File: config.mk
export PLATFORM = sky130hd
export DESIGN_NAME = centroid_tracker
export DESIGN_NICKNAME = d
export VERILOG_FILES = /design/src/rtl/vision_pkg.sv /design/src/rtl/divider_seq.sv /design/src/rtl/centroid_tracker.sv
export SDC_FILE = /design/constraint.sdc
export NUM_CORES = 1
export LEC_CHECK = 0
export ABC_AREA = 1
export BUFFER_PORTS_ARGS = -buffer_cell sky130_fd_sc_hd__buf_2
export CAP_MARGIN = 20
export CORE_ASPECT_RATIO = 1.5
export CORE_MARGIN = 2
export CORE_UTILIZATION = 25
export CTS_CLUSTER_DIAMETER = 50
export DETAILED_ROUTE_END_ITERATION = 7
export SETUP_SLACK_MARGIN = 0.3
export SLEW_MARGIN = 30
export SYNTH_ARGS = -nofsm -noshare
export SYNTH_HDL_FRONTEND = slang
export SYNTH_HIERARCHICAL = 1
export SYNTH_SLANG_ARGS = --single-unit
export TNS_END_PERCENT = 30
File: constraint.sdc
create_clock -name clk -period 2.21 [get_ports clk]
set_input_delay 0.221 -clock clk [delete_from_list [all_inputs] [get_ports clk]]
set_output_delay 0.221 -clock clk [all_outputs]
set_load 0.005 [all_outputs]
File: src/rtl/vision_pkg.sv
// Shared image geometry, datapath widths, overlay colour and FSM state type for the
// centroid tracker.
package vision_pkg;

  localparam int unsigned IMG_W  = 1280;
  localparam int unsigned IMG_H  = 720;
  localparam int unsigned X_W    = 11;
  localparam int unsigned Y_W    = 10;
  localparam int unsigned SUMX_W = 31;
  localparam int unsigned SUMY_W = 30;
  localparam int unsigned CNT_W  = 20;
  localparam int unsigned DIV_W  = 32;

  localparam logic [23:0] MARKER_COLOR = 24'hFF0000;

  typedef enum logic [1:0] {
    StAccum,
    StDivide,
    StUpdate
  } state_e;

endpackage

File: src/rtl/divider_seq.sv
// Sequential restoring divider: 32-bit dividend, 20-bit divisor, one quotient bit per cycle.
// done_o stays high from completion until the next start_i.
module divider_seq #(
  parameter int unsigned QW = 32
) (
  input  logic          clk_i,
  input  logic          rst_i,
  input  logic          start_i,
  input  logic [31:0]   dividend_i,
  input  logic [19:0]   divisor_i,
  output logic [QW-1:0] quotient_o,
  output logic          done_o
);

  logic [19:0] rem_q, rem_d;
  logic [31:0] quo_q, quo_d;
  logic [19:0] div_q, div_d;
  logic [4:0]  cnt_q, cnt_d;
  logic        busy_q, busy_d;
  logic        done_q, done_d;

  logic [20:0] rem_sh;
  logic [19:0] diff;
  logic        ge;

  always_comb begin
    rem_sh = {rem_q, quo_q[31]};
    ge     = rem_sh >= {1'b0, div_q};
    // Only meaningful when ge; the result then always fits in 20 bits.
    diff   = rem_sh[19:0] - div_q;

    rem_d  = rem_q;
    quo_d  = quo_q;
    div_d  = div_q;
    cnt_d  = cnt_q;
    busy_d = busy_q;
    done_d = done_q;

    if (start_i) begin
      rem_d  = '0;
      quo_d  = dividend_i;
      div_d  = divisor_i;
      cnt_d  = '0;
      busy_d = 1'b1;
      done_d = 1'b0;
    end else if (busy_q) begin
      rem_d = ge ? diff : rem_sh[19:0];
      quo_d = {quo_q[30:0], ge};
      cnt_d = cnt_q + 5'd1;
      if (cnt_q == 5'd31) begin
        busy_d = 1'b0;
        done_d = 1'b1;
      end
    end
  end

  always_ff @(posedge clk_i) begin
    if (rst_i) begin
      rem_q  <= '0;
      quo_q  <= '0;
      div_q  <= '0;
      cnt_q  <= '0;
      busy_q <= 1'b0;
      done_q <= 1'b0;
    end else begin
      rem_q  <= rem_d;
      quo_q  <= quo_d;
      div_q  <= div_d;
      cnt_q  <= cnt_d;
      busy_q <= busy_d;
      done_q <= done_d;
    end
  end

  assign quotient_o = quo_q[QW-1:0];
  assign done_o     = done_q;

endmodule

File: src/rtl/centroid_tracker.sv
// Tracks the centroid of white mask pixels per frame and passes video through with 1-cycle delay.
// Define CENTROID_MARKER_EN to overlay a cross-hair at the last centroid on pixel_out.
module centroid_tracker #(
  parameter int unsigned IMG_W = vision_pkg::IMG_W,
  parameter int unsigned IMG_H = vision_pkg::IMG_H
) (
  input  logic                      clk,
  input  logic                      rst,
  input  logic                      de_in,
  input  logic                      hsync_in,
  input  logic                      vsync_in,
  input  logic [23:0]               pixel_in,
  output logic                      de_out,
  output logic                      hsync_out,
  output logic                      vsync_out,
  output logic [23:0]               pixel_out,
  output logic [vision_pkg::X_W-1:0] centroid_x,
  output logic [vision_pkg::Y_W-1:0] centroid_y,
  output logic                      centroid_valid
);

  import vision_pkg::*;

  logic              de_q, de_d, hs_q, hs_d, vs_q, vs_d;
  logic [23:0]       pix_q, pix_d;
  logic [X_W-1:0]    x_q, x_d;
  logic [Y_W-1:0]    y_q, y_d;
  logic              armed_q, armed_d;
  logic [SUMX_W-1:0] sum_x_q, sum_x_d;
  logic [SUMY_W-1:0] sum_y_q, sum_y_d;
  logic [CNT_W-1:0]  cnt_q, cnt_d;
  state_e            state_q, state_d;
  logic [X_W-1:0]    cx_q, cx_d;
  logic [Y_W-1:0]    cy_q, cy_d;
  logic              valid_q, valid_d;
`ifdef CENTROID_MARKER_EN
  logic              marker_ok_q, marker_ok_d;
`endif

  logic           vsync_rise, de_fall, white, in_frame, div_start;
  logic           done_x, done_y;
  logic [X_W-1:0] quo_x;
  logic [Y_W-1:0] quo_y;

  assign vsync_rise = vsync_in & ~vs_q;
  assign de_fall    = de_q & ~de_in;
  assign white      = pixel_in[23:16] != 8'd0;
  assign in_frame   = (32'(x_q) < IMG_W) && (32'(y_q) < IMG_H);

  // Counters, accumulators and pixel path.
  always_comb begin
    de_d = de_in;
    hs_d = hsync_in;
    vs_d = vsync_in;

    x_d = de_in ? x_q + 1'b1 : '0;

    y_d = y_q;
    if (vsync_rise) begin
      y_d = '0;
    end else if (de_fall) begin
      y_d = y_q + 1'b1;
    end

    // Nothing is accumulated until the first frame start seen after reset.
    armed_d = armed_q | vsync_rise;

    sum_x_d = sum_x_q;
    sum_y_d = sum_y_q;
    cnt_d   = cnt_q;
    if (vsync_rise) begin
      sum_x_d = '0;
      sum_y_d = '0;
      cnt_d   = '0;
    end else if (armed_q && de_in && white && in_frame) begin
      sum_x_d = sum_x_q + SUMX_W'(x_q);
      sum_y_d = sum_y_q + SUMY_W'(y_q);
      cnt_d   = cnt_q + 1'b1;
    end

`ifdef CENTROID_MARKER_EN
    pix_d = (marker_ok_q && de_in && ((x_q == cx_q) || (y_q == cy_q))) ? MARKER_COLOR : pixel_in;
`else
    pix_d = pixel_in;
`endif
  end

  // Frame-end FSM; the dividers hold their own copies of the operands.
  always_comb begin
    state_d   = state_q;
    div_start = 1'b0;
    cx_d      = cx_q;
    cy_d      = cy_q;
    valid_d   = 1'b0;
`ifdef CENTROID_MARKER_EN
    marker_ok_d = marker_ok_q;
`endif

    unique case (state_q)
      StAccum: begin
        if (vsync_rise && (cnt_q != '0)) begin
          div_start = 1'b1;
          state_d   = StDivide;
        end
      end
      StDivide: begin
        if (done_x && done_y) begin
          state_d = StUpdate;
        end
      end
      StUpdate: begin
        cx_d    = quo_x;
        cy_d    = quo_y;
        valid_d = 1'b1;
`ifdef CENTROID_MARKER_EN
        marker_ok_d = 1'b1;
`endif
        state_d = StAccum;
      end
      default: state_d = StAccum;
    endcase
  end

  always_ff @(posedge clk) begin
    if (rst) begin
      de_q    <= 1'b0;
      hs_q    <= 1'b0;
      vs_q    <= 1'b0;
      pix_q   <= '0;
      x_q     <= '0;
      y_q     <= '0;
      armed_q <= 1'b0;
      sum_x_q <= '0;
      sum_y_q <= '0;
      cnt_q   <= '0;
      state_q <= StAccum;
      cx_q    <= '0;
      cy_q    <= '0;
      valid_q <= 1'b0;
`ifdef CENTROID_MARKER_EN
      marker_ok_q <= 1'b0;
`endif
    end else begin
      de_q    <= de_d;
      hs_q    <= hs_d;
      vs_q    <= vs_d;
      pix_q   <= pix_d;
      x_q     <= x_d;
      y_q     <= y_d;
      armed_q <= armed_d;
      sum_x_q <= sum_x_d;
      sum_y_q <= sum_y_d;
      cnt_q   <= cnt_d;
      state_q <= state_d;
      cx_q    <= cx_d;
      cy_q    <= cy_d;
      valid_q <= valid_d;
`ifdef CENTROID_MARKER_EN
      marker_ok_q <= marker_ok_d;
`endif
    end
  end

  divider_seq #(
    .QW(X_W)
  ) u_div_x (
    .clk_i      (clk),
    .rst_i      (rst),
    .start_i    (div_start),
    .dividend_i (DIV_W'(sum_x_q)),
    .divisor_i  (cnt_q),
    .quotient_o (quo_x),
    .done_o     (done_x)
  );

  divider_seq #(
    .QW(Y_W)
  ) u_div_y (
    .clk_i      (clk),
    .rst_i      (rst),
    .start_i    (div_start),
    .dividend_i (DIV_W'(sum_y_q)),
    .divisor_i  (cnt_q),
    .quotient_o (quo_y),
    .done_o     (done_y)
  );

  assign de_out         = de_q;
  assign hsync_out      = hs_q;
  assign vsync_out      = vs_q;
  assign pixel_out      = pix_q;
  assign centroid_x     = cx_q;
  assign centroid_y     = cy_q;
  assign centroid_valid = valid_q;

endmodule

==> Word level (Yosys, flattened, before mapping) <==
Index checks and enable logic that the tools add are counted.
{ "classes": {"add_sub_neg": 9, "order_cmp": 4, "eq_ne": 6, "muxes": 18, "bitwise": 5, "n_reduce_logical": 17} }
{ "op_table": {"columns": ["op", "count"], "rows": [
  ["$mux 31", 2],
  ["$mux 30", 2],
  ["$ge 21x20->1", 2],
  ["$mux 20", 2],
  ["$sub 20x20->20", 2],
  ["$add 31x11->31", 1],
  ["$add 30x10->30", 1],
  ["$add 20x1->20 const B", 1],
  ["$reduce_bool 20->1", 1],
  ["$add 11x1->11 const B", 1],
  ["$lt 11x11->1 const B", 1],
  ["$add 10x1->10 const B", 1],
  ["$add 5x1->5 const B", 2],
  ["$eq 5x5->1 const B", 2],
  ["$lt 10x10->1 const B", 1],
  ["$mux 1", 9],
  ["$reduce_bool 8->1", 1],
  ["$logic_and 1x1->1", 6],
  ["$reduce_and 2->1", 3],
  ["$reduce_or 2->1", 3],
  ["$mux 2", 2],
  ["$ne 2x2->1 const B", 2],
  ["$pmux 2 s2", 1],
  ["$reduce_bool 2->1", 2],
  ["other kinds (6)", 8]
]} }
{ "totals": {"ff_bits": 292, "inputBits": 29, "elab_cells": 86} }

==> Depth between registers and ports, before layout <==
Gate-level depths: netlist of run 1.
{ "depth": {"ltp_word": 6, "mapped_depth": 15, "ltp_nobuf": 15} }

==> Hierarchy <==
The synthesis of run 1 kept the hierarchy.
{ "modules_own_cells": {"columns": ["mod", "instances", "cells_per_inst", "area_per_inst_um2", "seq_area_each_um2"], "rows": [
  ["centroid_tracker", 1, 1223, 8025.2, 3083.0],
  ["divider_seq (u_div_x)", 1, 758, 4963.5, 1581.5],
  ["divider_seq (u_div_y)", 1, 757, 4956.0, 1581.5]
]} }

==> Least setup slack after synthesis of run 1 <==
No wires, ideal clock.
{ "synth_timing": {"path_kind": "flip-flop to flip-flop", "from": "register cnt_q[0] (netlist name)", "to": "register u_div_x.quo_q[18]", "arrival_time_ns": 2.045, "slack_ns": 0.108, "stages_incl_launch_ff": 13, "n_path_buf": 2, "period_less_slack_ns": 2.102, "path_cell_list": "dfxtp_1 inv_1 ha_1 nand3_1 nor4_1 a21oi_1 buf_2 nor2_2 inv_1 clkbuf_1 o221ai_1 nand2_1 inv_1"} }
{ "synth_rtl": {"columns": ["element", "line_no", "text"], "rows": [
  ["to (signal assigned)", "divider_seq.sv:67", "quo_q <= quo_d;"],
  ["to (decl)", "divider_seq.sv:16", "logic [31:0] quo_q, quo_d;"]
]} }

==> Final worst setup path of run 1 <==
{ "layout_timing": {"from": "register u_div_y.div_q[13]", "to": "register u_div_y.quo_q[0]"} }
{ "layout_between": {"elab_chain_cells": 3} }
{ "layout_lines": {"columns": ["element", "line_no", "text"], "rows": [
  ["from (decl)", "divider_seq.sv:17", "logic [19:0] div_q, div_d;"],
  ["from (signal assigned)", "divider_seq.sv:68", "div_q <= div_d;"],
  ["$ge 21x20->1", "divider_seq.sv:28", "ge = rem_sh >= {1'b0, div_q};"],
  ["$mux 30", "divider_seq.sv:46", "end else if (busy_q) begin"],
  ["$mux 30", "divider_seq.sv:39", "if (start_i) begin"],
  ["to (signal assigned)", "divider_seq.sv:67", null],
  ["to (decl)", "divider_seq.sv:16", null]
]} }
Every way passes these cells. The select of a mux whose other input is x is not followed.
A chain may end at the register's enable or synchronous reset.

==> results of run 1 <==
power groups by stage:
stage | registers [mW] | logic (mW) | clock network (mW)
after floorplan | 5.95 | 4.24 | 0
after global placement | 5.98 | 5.46 | 0
after detailed placement | 5.98 | 5.49 | 0
after CTS | 5.87 | 6.18 | 6.33
after global routing | 5.89 | 8.33 | 6.54
final | 5.88 | 7.64 | 6.15
routing by layer:
layer	vias to the layer above	track usage (%)	part of all wire, %
met5	-	0	0
met2	335	26.6	53
met1	8049	14.3	39
met4	0	7.85	5.7
met3	149	1.38	2.6
li1	9024	-	-
how the worst min path moves through the flow:
stage / from / to / slack (ns) / cells after the start
finish: de_in / y_q[2] / 0.08 / 5
global route: de_in / y_q[2] / 0.08 / 5
CTS: de_in / y_q[2] / 0.05 / 5
detailed placement: pixel_in[5] / pixel_out[5] / 0.43 / 3
global placement: pixel_in[6] / pixel_out[6] / 0.42 / 3
floorplan: rst / u_div_x/quo_q[0] / 0.29 / 1
cells in the final DEF (no fill, tap or decap), types with 44 or more instances in the layout:
master	n
a21oi_1	176
buf_2	78
buf_4	94
clkbuf_16	46
dfxtp_1	281
inv_1	377
inv_2	56
nand2_1	683
nand2_2	48
nand3_1	143
nand3b_1	44
nor2_1	269
nor3_1	44
o21ai_0	112
synth_stat cells, types with 3 or more instances:
library cell,number,area [sq um]
o21ai_0,124,621
ha_1,69,863
buf_2,10,50.1
nor4_1,8,50.1
inv_2,25,93.8
nor2_2,15,93.8
nor2_1,274,1030
o21bai_1,4,30.0
o21a_1,3,22.5
xor2_1,17,149
o221ai_1,16,140
buf_6,10,113
o211ai_1,14,105
or2_2,4,25.0
a21oi_2,8,70.1
nor3_2,5,50.1
o21ai_1,4,20.0
a22oi_1,24,180
nand2_1,733,2750
xnor2_1,24,210
fa_1,4,80.1
inv_1,413,1550
nand4_1,33,206
buf_1,10,37.5
a31oi_1,7,43.8
nor2_4,3,33.8
a21oi_1,186,931
dfxtp_1,312,6250
clkinv_1,5,18.8
nand3b_1,44,330
nor3_1,47,235
nand3_1,157,786
nand3_2,8,80.1
nand2_2,20,125
buf_4,31,233
clkbuf_1,50,188
per-stage QoR:
step | worst slack, ns | power, mW | hold WS (ns) | instance area, sq um
4_1_cts | 0.256 | 18.4 | 0.0505 | 21900
6_report | 0.196 | 19.7 | 0.0789 | 23100
2_1_floorplan | 0.311 | 10.2 | 0.290 | 18000
3_3_place_gp | 0.0493 | 11.4 | 0.419 | 19600
3_5_place_dp | 0.0356 | 11.5 | 0.429 | 19600
5_1_grt | 0.0908 | 20.8 | 0.0845 | 23100
cell type report:
type | instances | area share (%)
multi-input combinational | 1872 | 45.9
inverter | 444 | 7.33
clock inverter | 19 | 0.977
clock buffer | 46 | 4.24
timing repair buffer | 241 | 9.35
tap | 915 | 4.96
sequential | 312 | 27.3
registers in the layout, indices dropped and copies added, names as in the netlist, 2 cells and up:
register	cells
centroid_x	11
centroid_y	10
cnt_q	20
pixel_out	24
state_q	2
sum_x_q	31
sum_y_q	30
u_div_x/cnt_q	5
u_div_x/div_q	20
u_div_x/quo_q	32
u_div_x/rem_q	20
u_div_y/cnt_q	5
u_div_y/div_q	20
u_div_y/quo_q	32
u_div_y/rem_q	20
x_q	11
y_q	10
worst max-delay path, delay by kind of cell (launching register included):
kind / cells / cell delay, ns
AOI/OAI and AO/OA: 1 / 0.18
adders and majority gates: 1 / 0.30
buffers and inverters: 3 / 0.24
DFF: 1 / 0.34
and+or+nand+nor: 6 / 0.89
timing repair:
| action | in CTS | in global routing |
|---|---|---|
| pin swaps | 12 | 72 |
| hold buffers | 26 | 0 |
| endpoints found under the hold margin | 26 | 0 |
| gates resized for setup | 126 | 189 |
| gates cloned | 3 | 12 |
| setup endpoints to repair | 172 | 194 |
| buffers inserted | 18 | 31 |
logic make-up after synthesis:
kind of cell | count (synthesis) | share of synthesized area [%]
XOR/XNOR | 41 | 2.00
AND/OR/NAND/NOR | 1358 | 32.8
other | 1 | 0.0209
adder cells (fa/ha/maj) | 73 | 5.26
buffers and inverters | 556 | 12.8
AO/OA/AOI/OAI | 397 | 12.4
flip-flops | 312 | 34.8
==> results.md, run 1 <==
* Worst Setup End Kind: flop
* Worst Hold Class: input pin to flop
* CP arrival at 2.48 ns
* HPWL after detailed placement at between 30,000 and 40,000 um
* Status: finished, final reports clean
* First-pass GRT wire length at around 84,000 um
* Netlist cell types at 49
* Minimum clock period at ~2.0 ns
* Detailed Route WL at 53,800 um
* Mean Syn Cell Area at 6.55 sq um
* Max cap viols at 0
* Core area at 71,200 sq um
* Register-to-Register Path Depth at 11
* CTS Buf Count at 36
* Pin count of the biggest net entering global routing at between 50 and 60
* CTS Buffer Depth at 3
* Die span in x at about 220 um
* Flop2flop setup slack at 0.20 ns
* N_diodes at 0
* Via-to-Cell Ratio at 4.56
* Origin of the worst setup path: u_div_y/div_q[13]
* Post-synthesis cell area at between 15,000 and 20,000 sq um
* Multi-input logic area at ~11,000 sq um
* Worst setup path endpoint: u_div_y/quo_q[0]
* Ys async rst share at 0%
* Reg2Reg Launch Point: u_div_y/div_q[13]
* Total Die Area at between 70,000 and 80,000 sq um
* Slew Limit Headroom at 43.0%
* Clock Pin Slew Worst Setup and Hold Paths at ~0.060 ns
* Total negative slack at 0 ns
* Switching share of power at 35.9%
* Part of the power in the clock network at 31.3%
* Final setup viols at 0
* Number of global-route vias before repair at 16,720
* Most used cell, CP: nand2_8
* Register area at approximately 6300 sq um
* CP max stage cell: dfxtp_2
* Initial antenna violation count at 0
* CP Class: flop to flop
* DIE HEIGHT at 332 um
* DR WL/cell at 14.0 um
* Fraction of layout instances using a drive strength above 1 at 20.2%
* Flop pwr share at 29.9%
* #FFs+latches synth at roughly 310
* Worst path required time at 2.68 ns
* Total gr overflow at 0
* Deepest level of the CTS H-tree at 2
* Seq/Total Area, Yosys at between 30% and 40%
* DRT iter0 DRCs at 1,018
* # IOs at 78
* Slew Limit Fails at 0
* Slew @ Worst Pin at 0.854 ns
* Cell Pwr Density at 853 nW/um^2
* Clk sinks at 312
* Final Cycle Share at about nine tenths
* Non-Filler Instances at 3,849
* Crit path largest cell delay at 0.34 ns
* FMAX at 0.496 GHz
* Global placement routability congestion at roughly 0.92
* Final Hold Viols at 0
* Fill cell count at 7,702
* CTS tree: done
* Starting Density at 25.2%
* # DRC at 0
* P_sw at between 7 and 8 mW
* Port bufs at 77
* Global Route Usage Sum at 13.8%
* Worst vdd ir at 0.553 mV
* Combinational share of power at about two fifths
* Post-synthesis instance total at 2,738
* Clock skew at roughly 0.027 ns
* Post-DRT Antenna Nets at 0
* Worst Path Max Fanout at 5
* Nets at 3,009
* Cell Chain, Critical Path: inv_4 -> ha_4 -> nand2_4 -> nor2_4 -> inv_2 -> nor4_4 -> nand2_8 -> nand2_8 -> buf_12 -> nand2_1 -> a31oi_1
* CTS root buf: clkbuf_16
* RSZ-0062 raised after global routing: yes
* Area grow syn2layout at 28.5%
* Lkg Pwr at 10.2 nW
* Clk Latency, worst-skew pair at 0.57 ns
* # rows at between 100 and 150
* Core Util, Final at 32.4%
* CP startpoint kind: flop
* Vias at 17,557
* Internal power at 12.6 mW
* Crit Reg-Reg Endpoint: u_div_y/quo_q[0]
* Router iterations before antenna repair at 8
* Placed Cells at 3,694
* Post-synth EDFFs at 0
* Main flop type after synthesis: dfxtp_1
* Synthesis Warnings at 6
Power figures use the tool's default switching activity.
==> run 2, diff against run 1 <==
--- a/config.mk
+++ b/config.mk
@@ -13,7 +13,9 @@
 export CORE_UTILIZATION = 25
 export CTS_CLUSTER_DIAMETER = 50
 export DETAILED_ROUTE_END_ITERATION = 7
+export REMOVE_ABC_BUFFERS = 1
 export SETUP_SLACK_MARGIN = 0.3
+export SKIP_CTS_REPAIR_TIMING = 1
 export SLEW_MARGIN = 30
 export SYNTH_ARGS = -nofsm -noshare
 export SYNTH_HDL_FRONTEND = slang
==> run 2 against run 1 <==
  * Non-clock buffer count decreased by 2
  * Clock skew is 0.013 ns lower
  * Sequential cell count is the same
  * Fmax up 0.73%
  * Wire length is 0.85% lower
  * Worst setup slack improved by 0.015 ns
  * Worst hold slack better by 0.019 ns
  * Clock power increased by 6.8%
  * First-iteration DRC count is 19% lower
  * Cell count about the same
  * Largest power group unchanged
==> results.md, run 2 (synthesized netlist as in run 1, its figures left out) <==
* Number of global-route vias before repair at 16,546 (was 16,720)
* CTS root buf: clkbuf_16 (unchanged)
* Slew Limit Headroom at 62.3% (was 43.0%)
* Most frequent cells in the layout: 674 x nand2_1, 369 x inv_1, 268 x nor2_1 (was 683 x nand2_1, 377 x inv_1, 281 x dfxtp_1)
* Via-to-Cell Ratio at 4.57 (was 4.56)
* First-pass GRT wire length at 82,200 um (was 83,700 um)
* Slew Limit Fails at 0 (unchanged)
* Clock Pin Slew Worst Setup and Hold Paths at 0.06 ns (about the same)
* CP Class: flop to flop (unchanged)
* Vias at 17,607 (was 17,557)
* Register area at 6310 sq um (was 6290 sq um)
* Met1 Track Usage GR at 14.8% (was 14.3%)
* Origin of the worst setup path: u_div_x/div_q[5] (was u_div_y/div_q[13])
* Final Cycle Share at 90.5% (was 91.2%)
* CP arrival at 2.47 ns (was 2.48 ns)
* Switching share of power at 35.4% (was 35.9%)
* Commonest non-fill, non-tap cell in the layout: nand2_1 (unchanged)
* Deepest level of the CTS H-tree at 2 (unchanged)
* Worst path required time at 2.68 ns (about the same)
* Post-DRT Antenna Nets at 0 (unchanged)
* DR WL/cell at 13.9 um (was 14.0 um)
* Worst hold path depth at 5 (unchanged)
* Starting Density at 25.2% (unchanged)
* Router iterations before antenna repair at 5 (was 8)
* Lkg Pwr at 10.2 nW (about the same)
* Multi-input logic area at 10,600 sq um (about the same)
* # rows at 120 (unchanged)
* Detailed Route WL at 53,300 um (was 53,800 um)
* N_diodes at 0 (unchanged)
* Final Cell Area at 23,100 sq um (about the same)
* # IOs at 78 (unchanged)
* RSZ-0062 raised after global routing: yes (unchanged)
* Final setup viols at 0 (unchanged)
* Minimum clock period at 2.00 ns (was 2.01 ns)
* Fin worst setup slack at 0.210 ns (was 0.196 ns)
* Fraction of layout instances using a drive strength above 1 at 21.5% (was 20.2%)
* Global placement routability congestion at 0.880 (was 0.916)
* Total gr overflow at 0 (unchanged)
* Die span in x at 223 um (unchanged)
* Met2 GRT Util at 25.6% (was 26.6%)
* Part of the power in the clock network at 32.7% (was 31.3%)
* Hold Crit Start: de_in (unchanged)
* Max cap viols at 0 (unchanged)
* WHS Endpoint: y_q[2] (unchanged)
* Clk sinks at 312 (unchanged)
* Flop pwr share at 29.2% (was 29.9%)
* DP Worst Slack at 0.0465 ns (was 0.0356 ns)
* Area grow syn2layout at 28.5% (about the same)
* Cell Pwr Density at 873 nW/um^2 (was 853 nW/um^2)
* Worst Setup End Kind: flop (unchanged)
* CTS Buf Count at 38 (was 36)
* CTS Buffer Depth at 3 (unchanged)
* Placed instance area at 19,600 sq um (about the same)
* Total power at 20.1 mW (was 19.7 mW)
* Worst Path Max Fanout at 6 (was 5)
* HPWL after detailed placement at 37,700 um (was 37,600 um)
* Global Route Usage Sum at 13.4% (was 13.8%)
* Pin count of the biggest net entering global routing at 51 (unchanged)
* FMAX at 0.500 GHz (was 0.496 GHz)
* Clk Latency, worst-skew pair at 0.54 ns (was 0.57 ns)
* CTS tree: done (unchanged)
* Status: finished, final reports clean (unchanged)
* Final Hold Viols at 0 (unchanged)
* Reg2Reg Launch Point: u_div_x/div_q[5] (was u_div_y/div_q[13])
* Register-to-Register Path Depth at 12 (was 11)
* Nets at 3,009 (unchanged)
* Core Util, Final at 32.4% (about the same)
* Flop2flop setup slack at 0.21 ns (was 0.20 ns)
* Worst Hold Class: input pin to flop (unchanged)
* Fill cell count at 7,664 (was 7,702)
* Crit Reg-Reg Endpoint: u_div_x/rem_q[12] (was u_div_y/quo_q[0])
* Core area at 71,200 sq um (unchanged)
* Port bufs at 77 (unchanged)
* Combinational share of power at 38.1% (was 38.8%)
* DIE HEIGHT at 332 um (unchanged)
* CP startpoint kind: flop (unchanged)
* P_sw at 7.11 mW (was 7.05 mW)
* GRT met3 Usage at 1.88% (was 1.38%)
* Worst vdd ir at 0.524 mV (was 0.553 mV)
* Biggest regs: u_div_x/quo_q (32), u_div_y/quo_q (32), sum_x_q (31) (unchanged)
* Internal power at 13.0 mW (was 12.6 mW)
* # DRC at 0 (unchanged)
* Clock skew at 0.0141 ns (was 0.0267 ns)
* Slew @ Worst Pin at 0.566 ns (was 0.854 ns)
* DRT iter0 DRCs at 827 (was 1,018)
* Initial antenna violation count at 0 (unchanged)
* Total Die Area at 74,000 sq um (unchanged)
* Gr busiest metal: met2 (unchanged)
==> run 2: cell count changes in the layout (fill, tap and decap cells not counted), sizes merged <==
| cell | delta |
|---|---|
| inv | -1 |
| bufbuf | -1 |
| buf | +3 |
| clkinv | -2 |
| clkinvlp | +2 |
| bufinv | +1 |
==> run 2: stage by stage <==
| stage | cells | TNS (ns) | hold WS, ns |
|---|---|---|---|
| 2_1_floorplan | 2628 | -429.42 | 0.290 |
| 3_3_place_gp | 3702 | 0 | 0.420 |
| 3_5_place_dp | 3702 | 0 | 0.429 |
| 4_1_cts | 3771 | 0 | -0.131 |
| 5_1_grt | 3851 | 0 | 0.174 |
| 6_report | 3851 | 0 | 0.0974 |
==> run 2: routing by layer <==
layer	share of wire [%]	up-vias
met5	0	-
met4	4.3	0
met3	3.5	141
met2	52	322
met1	40	8114
li1	-	9030
==> run 2: worst max-delay path, cell delays in order, from the launching register on <==
cell and delay (ns):
dfxtp_1 0.31, inv_1 0.08, ha_4 0.31, nand2_2 0.12
nor3_4 0.21, nand2_2 0.10, nor2_4 0.13, nor2_4 0.08
buf_4 0.16, clkbuf_16 0.15, nand3b_1 0.07, nand3_1 0.07
a21oi_1 0.15
==> run 2: how the worst max path moves through the flow <==
stage                     cells after the start                 to  slack, ns
after floorplan                               8  u_div_x/div_q[10]      -3.29
after CTS                                    12  u_div_y/quo_q[23]       0.03
final                                        12  u_div_x/rem_q[12]       0.21
after global placement                       12  u_div_y/quo_q[23]       0.03
after detailed placement                     12  u_div_y/quo_q[23]       0.05
after global routing                         12  u_div_y/quo_q[16]       0.09
==> run 2: final cells by class <==
cell class | count | share of cell area, %
Clock buffer | 50 | 4.81
Inverter | 444 | 7.35
Tap cell | 915 | 4.96
Sequential cell | 312 | 27.4
Clock inverter | 19 | 0.922
Timing Repair Buffer | 239 | 8.50
Multi-Input combinational cell | 1872 | 46.1
==> run 2: power groups by stage <==
stage	clock network [mW]	logic [mW]	registers, mW
final	6.57	7.67	5.88
after global routing	6.97	8.36	5.90
after CTS	6.74	5.50	5.85
after detailed placement	0	5.47	5.97
after global placement	0	5.42	5.97
after floorplan	0	3.73	5.96
